==> src/rtl/dla_wb_pkg.sv <==
// Shared types and constants for the requantization write-back controller.
package dla_wb_pkg;

    localparam int unsigned HWORD    = 16;
    localparam int unsigned WORD     = 32;
    localparam int unsigned STRB_W   = 4;
    localparam int unsigned ADDR_INC = 4;

    localparam logic [STRB_W-1:0] STRB_FULL = 4'b1111;
    localparam logic [STRB_W-1:0] STRB_LO   = 4'b0011;

    typedef enum logic [1:0] {
        IDLE  = 2'd0,
        RUN   = 2'd1,
        FLUSH = 2'd2,
        DONE  = 2'd3
    } wb_state_e;

    // Data half of a write request; the address travels alongside since its width is a parameter.
    typedef struct packed {
        logic [WORD-1:0]   data;
        logic [STRB_W-1:0] strb;
    } wb_payload_t;

endpackage

==> src/rtl/requan_wb_slot.sv <==
// One-entry valid/ready output register for write requests.
module requan_wb_slot
    import dla_wb_pkg::*;
#(
    parameter int unsigned ADDR_W = 32
) (
    input  logic              clk,
    input  logic              rst,
    input  logic              load,
    input  logic [ADDR_W-1:0] ld_addr,
    input  wb_payload_t       ld_pay,
    input  logic              wb_ready,
    output logic              wb_valid,
    output logic [ADDR_W-1:0] wb_addr,
    output logic [WORD-1:0]   wb_data,
    output logic [STRB_W-1:0] wb_strb,
    output logic              slot_free_c
);

    logic              valid_q, valid_d;
    logic [ADDR_W-1:0] addr_q, addr_d;
    wb_payload_t       pay_q, pay_d;

    // Free when empty or when the held request is accepted this cycle.
    assign slot_free_c = ~valid_q | wb_ready;

    // Load has priority so a reload in the draining cycle leaves no bubble.
    always_comb begin
        valid_d = valid_q;
        addr_d  = addr_q;
        pay_d   = pay_q;
        if (load) begin
            valid_d = 1'b1;
            addr_d  = ld_addr;
            pay_d   = ld_pay;
        end else if (wb_ready) begin
            valid_d = 1'b0;
        end
    end

    // Slot registers; contents hold while valid and not ready.
    always_ff @(posedge clk or negedge rst) begin
        if (!rst) begin
            valid_q <= 1'b0;
            addr_q  <= '0;
            pay_q   <= '0;
        end else begin
            valid_q <= valid_d;
            addr_q  <= addr_d;
            pay_q   <= pay_d;
        end
    end

    assign wb_valid = valid_q;
    assign wb_addr  = addr_q;
    assign wb_data  = pay_q.data;
    assign wb_strb  = pay_q.strb;

endmodule

==> src/rtl/requan_wb_ctrl.sv <==
// Write-back controller: packs 16-bit results into 32-bit words and writes them out.
module requan_wb_ctrl
    import dla_wb_pkg::*;
#(
    parameter int unsigned ADDR_W = 32,
    parameter int unsigned CNT_W  = 16
) (
    input  logic              clk,
    input  logic              rst,
    input  logic              start,
    input  logic [ADDR_W-1:0] cfg_base_addr,
    input  logic [CNT_W-1:0]  cfg_count,
    input  logic              res_valid,
    input  logic [HWORD-1:0]  res_data,
    output logic              res_ready,
    output logic              stall,
    output logic              wb_valid,
    output logic [ADDR_W-1:0] wb_addr,
    output logic [WORD-1:0]   wb_data,
    output logic [STRB_W-1:0] wb_strb,
    input  logic              wb_ready,
    output logic              busy,
    output logic              done
);

    wb_state_e         state_q, state_d;
    logic [CNT_W-1:0]  cnt_q, cnt_d;
    logic [CNT_W-1:0]  acc_q, acc_d;
    logic [ADDR_W-1:0] addr_q, addr_d;
    logic [HWORD-1:0]  lo_q, lo_d;
    logic              lo_vld_q, lo_vld_d;
    logic              busy_q, busy_d;
    logic              done_q, done_d;

    logic              slot_free_c;
    logic              res_ready_c;
    logic              accept_c;
    logic              load_c;
    wb_payload_t       ld_pay_c;

    requan_wb_slot #(
        .ADDR_W (ADDR_W)
    ) u_slot (
        .clk         (clk),
        .rst         (rst),
        .load        (load_c),
        .ld_addr     (addr_q),
        .ld_pay      (ld_pay_c),
        .wb_ready    (wb_ready),
        .wb_valid    (wb_valid),
        .wb_addr     (wb_addr),
        .wb_data     (wb_data),
        .wb_strb     (wb_strb),
        .slot_free_c (slot_free_c)
    );

    // Result acceptance: a pending half only blocks when the slot cannot take the pair.
    always_comb begin
        res_ready_c = (state_q == RUN) && (acc_q < cnt_q) && (!lo_vld_q || slot_free_c);
        accept_c    = res_valid && res_ready_c;
    end

    // Next-state, packer, counters and write-slot load.
    always_comb begin
        state_d  = state_q;
        cnt_d    = cnt_q;
        acc_d    = acc_q;
        addr_d   = addr_q;
        lo_d     = lo_q;
        lo_vld_d = lo_vld_q;
        load_c   = 1'b0;
        ld_pay_c = '0;

        unique case (state_q)
            IDLE: begin
                if (start) begin
                    cnt_d    = cfg_count;
                    addr_d   = cfg_base_addr & ~ADDR_W'(3);
                    acc_d    = '0;
                    lo_vld_d = 1'b0;
                    state_d  = (cfg_count == '0) ? DONE : RUN;
                end
            end
            RUN: begin
                if (accept_c) begin
                    acc_d = acc_q + CNT_W'(1);
                    if (!lo_vld_q) begin
                        lo_d     = res_data;
                        lo_vld_d = 1'b1;
                    end else begin
                        load_c        = 1'b1;
                        ld_pay_c.data = {res_data, lo_q};
                        ld_pay_c.strb = STRB_FULL;
                        addr_d        = addr_q + ADDR_W'(ADDR_INC);
                        lo_vld_d      = 1'b0;
                    end
                    if (acc_q + CNT_W'(1) == cnt_q) begin
                        state_d = FLUSH;
                    end
                end
            end
            FLUSH: begin
                if (lo_vld_q) begin
                    if (slot_free_c) begin
                        load_c        = 1'b1;
                        ld_pay_c.data = {HWORD'(0), lo_q};
                        ld_pay_c.strb = STRB_LO;
                        addr_d        = addr_q + ADDR_W'(ADDR_INC);
                        lo_vld_d      = 1'b0;
                    end
                end else if (slot_free_c) begin
                    state_d = DONE;
                end
            end
            DONE: begin
                state_d = IDLE;
            end
            default: begin
                state_d = IDLE;
            end
        endcase

        busy_d = (state_d != IDLE);
        done_d = (state_d == DONE);
    end

    // Controller registers; reset drops any job in flight.
    always_ff @(posedge clk or negedge rst) begin
        if (!rst) begin
            state_q  <= IDLE;
            cnt_q    <= '0;
            acc_q    <= '0;
            addr_q   <= '0;
            lo_q     <= '0;
            lo_vld_q <= 1'b0;
            busy_q   <= 1'b0;
            done_q   <= 1'b0;
        end else begin
            state_q  <= state_d;
            cnt_q    <= cnt_d;
            acc_q    <= acc_d;
            addr_q   <= addr_d;
            lo_q     <= lo_d;
            lo_vld_q <= lo_vld_d;
            busy_q   <= busy_d;
            done_q   <= done_d;
        end
    end

    assign res_ready = res_ready_c;
    assign stall     = busy_q & ~res_ready_c;
    assign busy      = busy_q;
    assign done      = done_q;

endmodule

==> config.mk <==
export PLATFORM = sky130hd
export DESIGN_NAME = requan_wb_ctrl
export DESIGN_NICKNAME = d
export VERILOG_FILES = /design/src/rtl/dla_wb_pkg.sv /design/src/rtl/requan_wb_slot.sv /design/src/rtl/requan_wb_ctrl.sv
export SDC_FILE = /design/constraint.sdc
export NUM_CORES = 1
export LEC_CHECK = 0
export CAP_MARGIN = 20
export CORE_MARGIN = 2
export CORE_UTILIZATION = 45
export DETAILED_ROUTE_END_ITERATION = 10
export DONT_BUFFER_PORTS = 1
export MAX_ROUTING_LAYER = met4
export PLACE_DENSITY = 0.63
export SETUP_SLACK_MARGIN = 0.2
export SLEW_MARGIN = 10
export SYNTH_ARGS = -nofsm -noshare
export SYNTH_HDL_FRONTEND = slang
export SYNTH_SLANG_ARGS = --single-unit
==> constraint.sdc <==
create_clock -name clk -period 2.98 [get_ports clk]
set_input_delay 0.447 -clock clk [delete_from_list [all_inputs] [get_ports clk]]
set_output_delay 0.447 -clock clk [all_outputs]
set_load 0.03 [all_outputs]
* Word-level counts from Yosys, hierarchy flattened
Cells that the tools add are included.
** Word-level totals
- Register bits after elaboration :: 154
- Bits in latches :: 0
- Bits in writable memories :: 0
- Memory bits (read-only) :: 0
- Input bits :: 69
- Output and inout bits :: 73
- Word-level logic and storage cells :: 80
- Memories :: 0
** Operators by class
- Add/subtract/negate cells :: 2
- $mul :: 0
- Div/mod/pow operators :: 0
- Order comparisons :: 1
- Equality and inequality tests :: 10
- Shift-type cells :: 0
- Mux-type cells :: 34
- Bitwise operators :: 5
- Reduce and logical (&&, ||, !) cells :: 16
** Operators by type and width (count)
- $mux 32 :: 5
- $pmux 32 s3 :: 1
- $mux 36 :: 2
- $pmux 36 s2 :: 1
- $mux 20 :: 2
- $add 32x3->32 const B :: 1
- $mux 16 :: 2
- $pmux 16 s2 :: 1
- $add 16x1->16 const B :: 1
- $eq 16x16->1 :: 1
- $logic_not 16->1 :: 1
- $lt 16x16->1 :: 1
- $mux 2 :: 6
- $mux 1 :: 11
- $ne 2x2->1 const B :: 5
- $reduce_and 3->1 :: 3
- $pmux 2 s4 :: 1
- $eq 2x2->1 const B :: 3
- $reduce_and 6->1 :: 1
- $reduce_bool 2->1 :: 3
- $logic_and 1x1->1 :: 3
- $not 1->1 :: 3
- $pmux 1 s3 :: 1
- $reduce_bool 3->1 :: 1
- other kinds (8) :: 8

* Longest topological paths before layout
- Depth after elaboration :: 8
- Gate-level depth with buffers :: 12
- Gate-level depth less buffers :: 10

* Modules after synthesis
From an unflattened synthesis, not the netlist that was laid out.
** Second synthesis, totals
- Cells, all modules :: 726
- Area total of the unflattened synthesis :: 7910.1 um^2
** Modules (own cells, without submodules)
- requan_wb_ctrl :: instances 1, cells each 579, area each 5312.6 um^2, sequential area each 2077.0 um^2
- requan_wb_slot :: instances 1, cells each 147, area each 2597.5 um^2, sequential area each 1726.7 um^2

* Worst setup path before layout
OpenSTA, ideal clock, no wires.
- Kind :: register to register
- From :: reg cnt_q[9]
- To :: reg addr_q[10]
- Setup time :: 0.123 ns
- Arrival :: 2.717 ns
- Required time :: 2.857 ns
- Path slack :: 0.141 ns
- Stages on the path, launching flop included :: 12
- Buffers on the path :: 1
- Clock period less this slack :: 2.839 ns
- Path through :: dfrtp_1 inv_1 ha_1 a21o_1 a21o_1 a211oi_1 and4bb_2 o2111ai_2 a21o_1 buf_2 or3_1 o221a_2
** On the way
- Longest elaborated chain between the ends :: 6
** Ends and longest elaborated chain
- start: declaration :: line requan_wb_ctrl.sv:27 : logic [CNT_W-1:0] cnt_q, cnt_d;
- start signal: assignment :: line requan_wb_ctrl.sv:140 : cnt_q <= cnt_d;
- $lt 16x16->1 :: line requan_wb_ctrl.sv:59 : res_ready_c = (state_q == RUN) && (acc_q < cnt_q) && (!lo_vld_q || slot_free_c);
- $logic_and 1x1->1 (2 in series) :: line requan_wb_ctrl.sv:59
- $logic_and 1x1->1 :: line requan_wb_ctrl.sv:60 : accept_c = res_valid && res_ready_c;
- $ne 2x2->1 (no line)
- $reduce_and 6->1 (no line)
- end signal: assignment :: line requan_wb_ctrl.sv:142 : addr_q <= addr_d;
- end: declaration :: line requan_wb_ctrl.sv:29 : logic [ADDR_W-1:0] addr_q, addr_d;
No other way between the ends.
A chain may end at the register's enable or synchronous reset.

* Worst setup path in the final report
- From :: reg cnt_q[1]
- To :: out stall
** On the way
- Longest elaborated chain between the ends :: 5
** Ends and longest elaborated chain
- $lt 16x16->1 :: line requan_wb_ctrl.sv:59
- $logic_and 1x1->1 (2 in series) :: line requan_wb_ctrl.sv:59
- $not 1->1 :: line requan_wb_ctrl.sv:151 : assign stall = busy_q & ~res_ready_c;
- $and 1x1->1 :: line requan_wb_ctrl.sv:151
- end: declaration :: line requan_wb_ctrl.sv:16 : output logic stall,
No other way between the ends.

==> reports/results.tsv <==
stage	metric	value	unit
run_status	status	complete, but fails checks	
run_status	failing checks	hold timing	
logic_synthesis	post-synthesis compound-gate area fraction	13.9	%
layout	fillers	1542	
timing	Hold Fails Final Rpt	148	
logic_synthesis	top_reg_cell synth	dfrtp_1	
clock_tree	sinks on the clock net	148	
worst_setup_path	CP Launch Point	cnt_q[1]	
logic_synthesis	Synth area leader	dfrtp_1	
power_and_ir_drop	Final Power	10.7	mW
timing	max frequency	353	MHz
placement	buffers added on ports	0	
floorplan	Die Width	136	microns
logic_synthesis	post-synthesis simple-gate area fraction	17.2	%
timing	Final setup viols	0	
logic_synthesis	xor and xnor fraction of the mapped netlist area	2.01	%
worst_setup_path	Worst setup EP type	output pin	
timing	post-route setup TNS	0	ps
floorplan	Die Area	18500	sq um
timing	Hold Slack	-283	ps
placement	DP Worst Slack	16.6	ps
logic_synthesis	Post-synth EDFFs	0	
placement	Post-DP HPWL	13900	microns
power_and_ir_drop	P per Cell Area	1140	nW/um^2
global_route	first-pass GRT wire length	31600	microns
floorplan	I/O pins	142	
floorplan	Initial Util	45.6	%
timing	min setup slack post-route	150	ps
worst_hold_path	hold crit path type	in2async	
worst_setup_path	FF-to-FF setup slack	150	ps
clock_tree	clock slew at reported path FFs	60	ps
logic_synthesis	combinational family with the most area after synthesis	simple AND/OR/NAND/NOR gates	
worst_setup_path	CP Launch Type	flip-flop	
logic_synthesis	flops & latches, synth	148	
logic_synthesis	mux cell area share after synthesis	11.6	%
clock_tree	CTS root buf	clkbuf_16	
timing	RSZ-0062 raised after global routing	true	
layout	Layout area overhead	20.2	%
worst_setup_path	r2r startpoint	cnt_q[1]	
clock_tree	H-tree depth	4	
worst_setup_path	reg2reg path depth	12	
power_and_ir_drop	Pleak	4.27	nW
layout	fin util	54.8	%
logic_synthesis	Post-Synthesis Cells	752	
logic_synthesis	Synth area leaders	dfrtp_1 (47%), mux2_1 (7.3%), ha_1 (3.7%)	
logic_synthesis	Seq/Total Area, Yosys	47.3	%
logic_synthesis	post-synthesis adder-cell area fraction	3.67	%
layout	nets	885	
timing	Final Max Tran Viols	0	
clock_tree	TritonCTS clock tree	yes	
timing	worst clock skew	10.9	ps
routing	Routed wire per std cell	19.7	microns
logic_synthesis	top-area cell type share of the netlist area	47.3	%
timing	Final Cycle Share	95.0	%
worst_setup_path	Crit Path Class	reg2out	
worst_setup_path	crit-path max FO	4	
logic_synthesis	library cells used by synthesis	69	
layout	Final Cell Area	9420	sq um
timing	Slew headroom	45.3	%
global_route	GRT overflow	0	
timing	minimum clock period	2830	ps
placement	dpl cell area	8310	sq um
clock_tree	Num CTS Buffers	17	
worst_setup_path	Critical Path RT	2530	ps
layout	Multi-input gate area	4050	sq um
floorplan	die height	136	microns
layout	fin cells	1032	
routing	DRT iter0 DRCs	319	
floorplan	area of the core	17200	sq um
power_and_ir_drop	Peak VDD IR	692	uV
global_route	vias in the first global route	6116	
global_route	initial antenna violation count	1	
floorplan	Row Count	48	
routing	antenna-violating nets left	0	
clock_tree	clock tree buffer depth	2	
placement	placed cell count	974	
logic_synthesis	warnings from Yosys	0	
logic_synthesis	Post-synth ARST share	100	%
layout	ratio of cells with drive above 1 in the final layout	21.1	%
timing	Worst-Margin Slew	818	ps
layout	register area	3700	sq um
global_route	largest net degree at the start of global routing	149	
logic_synthesis	Mapped Area	7830	sq um
routing	Routed WL	20300	microns
clock_tree	Clock Latency Late Sink	430	ps
routing	Initial DRT Pass Iterations	6	
routing	DRC viols	0	
routing	via count	6145	
logic_synthesis	Avg Cell Area, Syn	10.4	sq um
job	Max-Cap Viols	0	
global_route	Global Route Usage Sum	22.6	%
worst_setup_path	r2r endpoint	addr_q[9]	
worst_setup_path	Arrival @ worst endpoint	2380	ps
routing	vias per cell	5.95	
placement	gpl congestion	0.916	
==> worst max-delay path by stage <==
stage / endpoint
6_report: stall
5_1_grt: addr_q[28]
4_1_cts: stall
3_3_place_gp: u_slot.wb_addr[4]
2_1_floorplan: addr_q[10]
3_5_place_dp: u_slot.wb_data[2]
==> critical path: stages, from the launching register on <==
cell	delay, ps
dfrtp_1	380
inv_1	60
ha_1	300
nor2b_4	130
o211ai_1	210
a21oi_2	110
and4bb_4	410
o21a_4	160
nor2b_1	40
buf_4	160
==> routing by layer <==
| metal | vias to the layer above | GRT usage [%] | part of all wire [%] |
|---|---|---|---|
| met1 | 3081 | 26.3 | 40 |
| li1 | 2831 | - | - |
| met4 | 0 | 9.14 | 3.1 |
| met5 | - | - | 0 |
| met3 | 44 | 5.93 | 5.7 |
| met2 | 189 | 37.4 | 51 |
==> cell usage after synthesis, drive strengths merged, types with 3 or more instances <==
cell type,instances
or2,4
nand3,40
o221a,6
or4,12
inv,28
nand4,13
mux2,73
nor3,12
nor2b,14
a22o,17
o31ai,6
ha,23
and2,8
clkbuf,28
dfrtp,148
and3,13
xor2,6
a32o,4
a21oi,23
nand4b,3
a31oi,11
o21ai,36
a211o,8
nand2,63
a211oi,6
a2111oi,3
mux2i,9
nor4,11
xnor2,12
nand2b,14
nor2,33
a32oi,4
a21o,7
or3,4
buf,21
==> cells in the final DEF (no fill, tap or decap), types with 11 or more instances in the layout <==
cell type  Yosys  layout
nor2_1        32      32
a31oi_1       11      11
xnor2_1       12      12
dfrtp_1      148     147
inv_1         27      27
mux2_2        22      22
mux2_1        51      51
nor3_1        12      12
buf_4          4      54
nand2_1       63      62
ha_1          23      21
nand3_1       38      35
o21ai_1       17      19
and3_1        13      13
a22o_1        17      17
o21ai_0       19      16
nand2b_1      14      14
nor2b_1       14      12
nand4_1       13      13
clkbuf_16      0      20
a21oi_1       22      21
==> what timing repair did <==
action                                  4_1_cts  5_1_grt
pin swaps                                     6       28
gates resized for setup                       7       48
gates cloned                                  1        3
endpoints found under the setup margin      118      121
hold endpoints to repair                    148      148
buffers inserted                              1       20
==> cell families (layout without fill, tap and decap cells) <==
group	after synthesis	count (layout)
fa+ha+maj	23	23
buf+inv	77	130
compound gates	152	152
mux	82	82
xor+xnor	18	18
flops	148	148
simple gates	251	251
other cells	1	3
==> where the power goes <==
part | switching (mW) | total (mW) | leakage (nW) | internal [mW]
combinational | 2.37 | 4.66 | 2.12 | 2.29
sequential | 1.26 | 4.02 | 1.89 | 2.76
clock | 0.913 | 2.05 | 0.263 | 1.13
total | 4.55 | 10.7 | 4.27 | 6.18
==> layout make-up <==
type / count / share of cell area, %
multi-input combinational: 528 / 43.0
sequential: 148 / 39.3
timing repair buffer: 70 / 7.52
clock buffer: 19 / 4.81
tap: 225 / 2.99
clock inverter: 13 / 1.20
inverter: 28 / 1.12
antenna: 1 / 0.0266
==> registers in the layout, summed over array words and instances (netlist names) <==
name / cells
cnt_q: 16
state_q: 2
done: 1
busy: 1
u_slot.wb_valid: 1
acc_q: 16
u_slot.wb_data: 32
addr_q: 30
u_slot.wb_strb: 2
lo_vld_q: 1
u_slot.wb_addr: 30
lo_q: 16
Power figures use the tool's default switching activity.
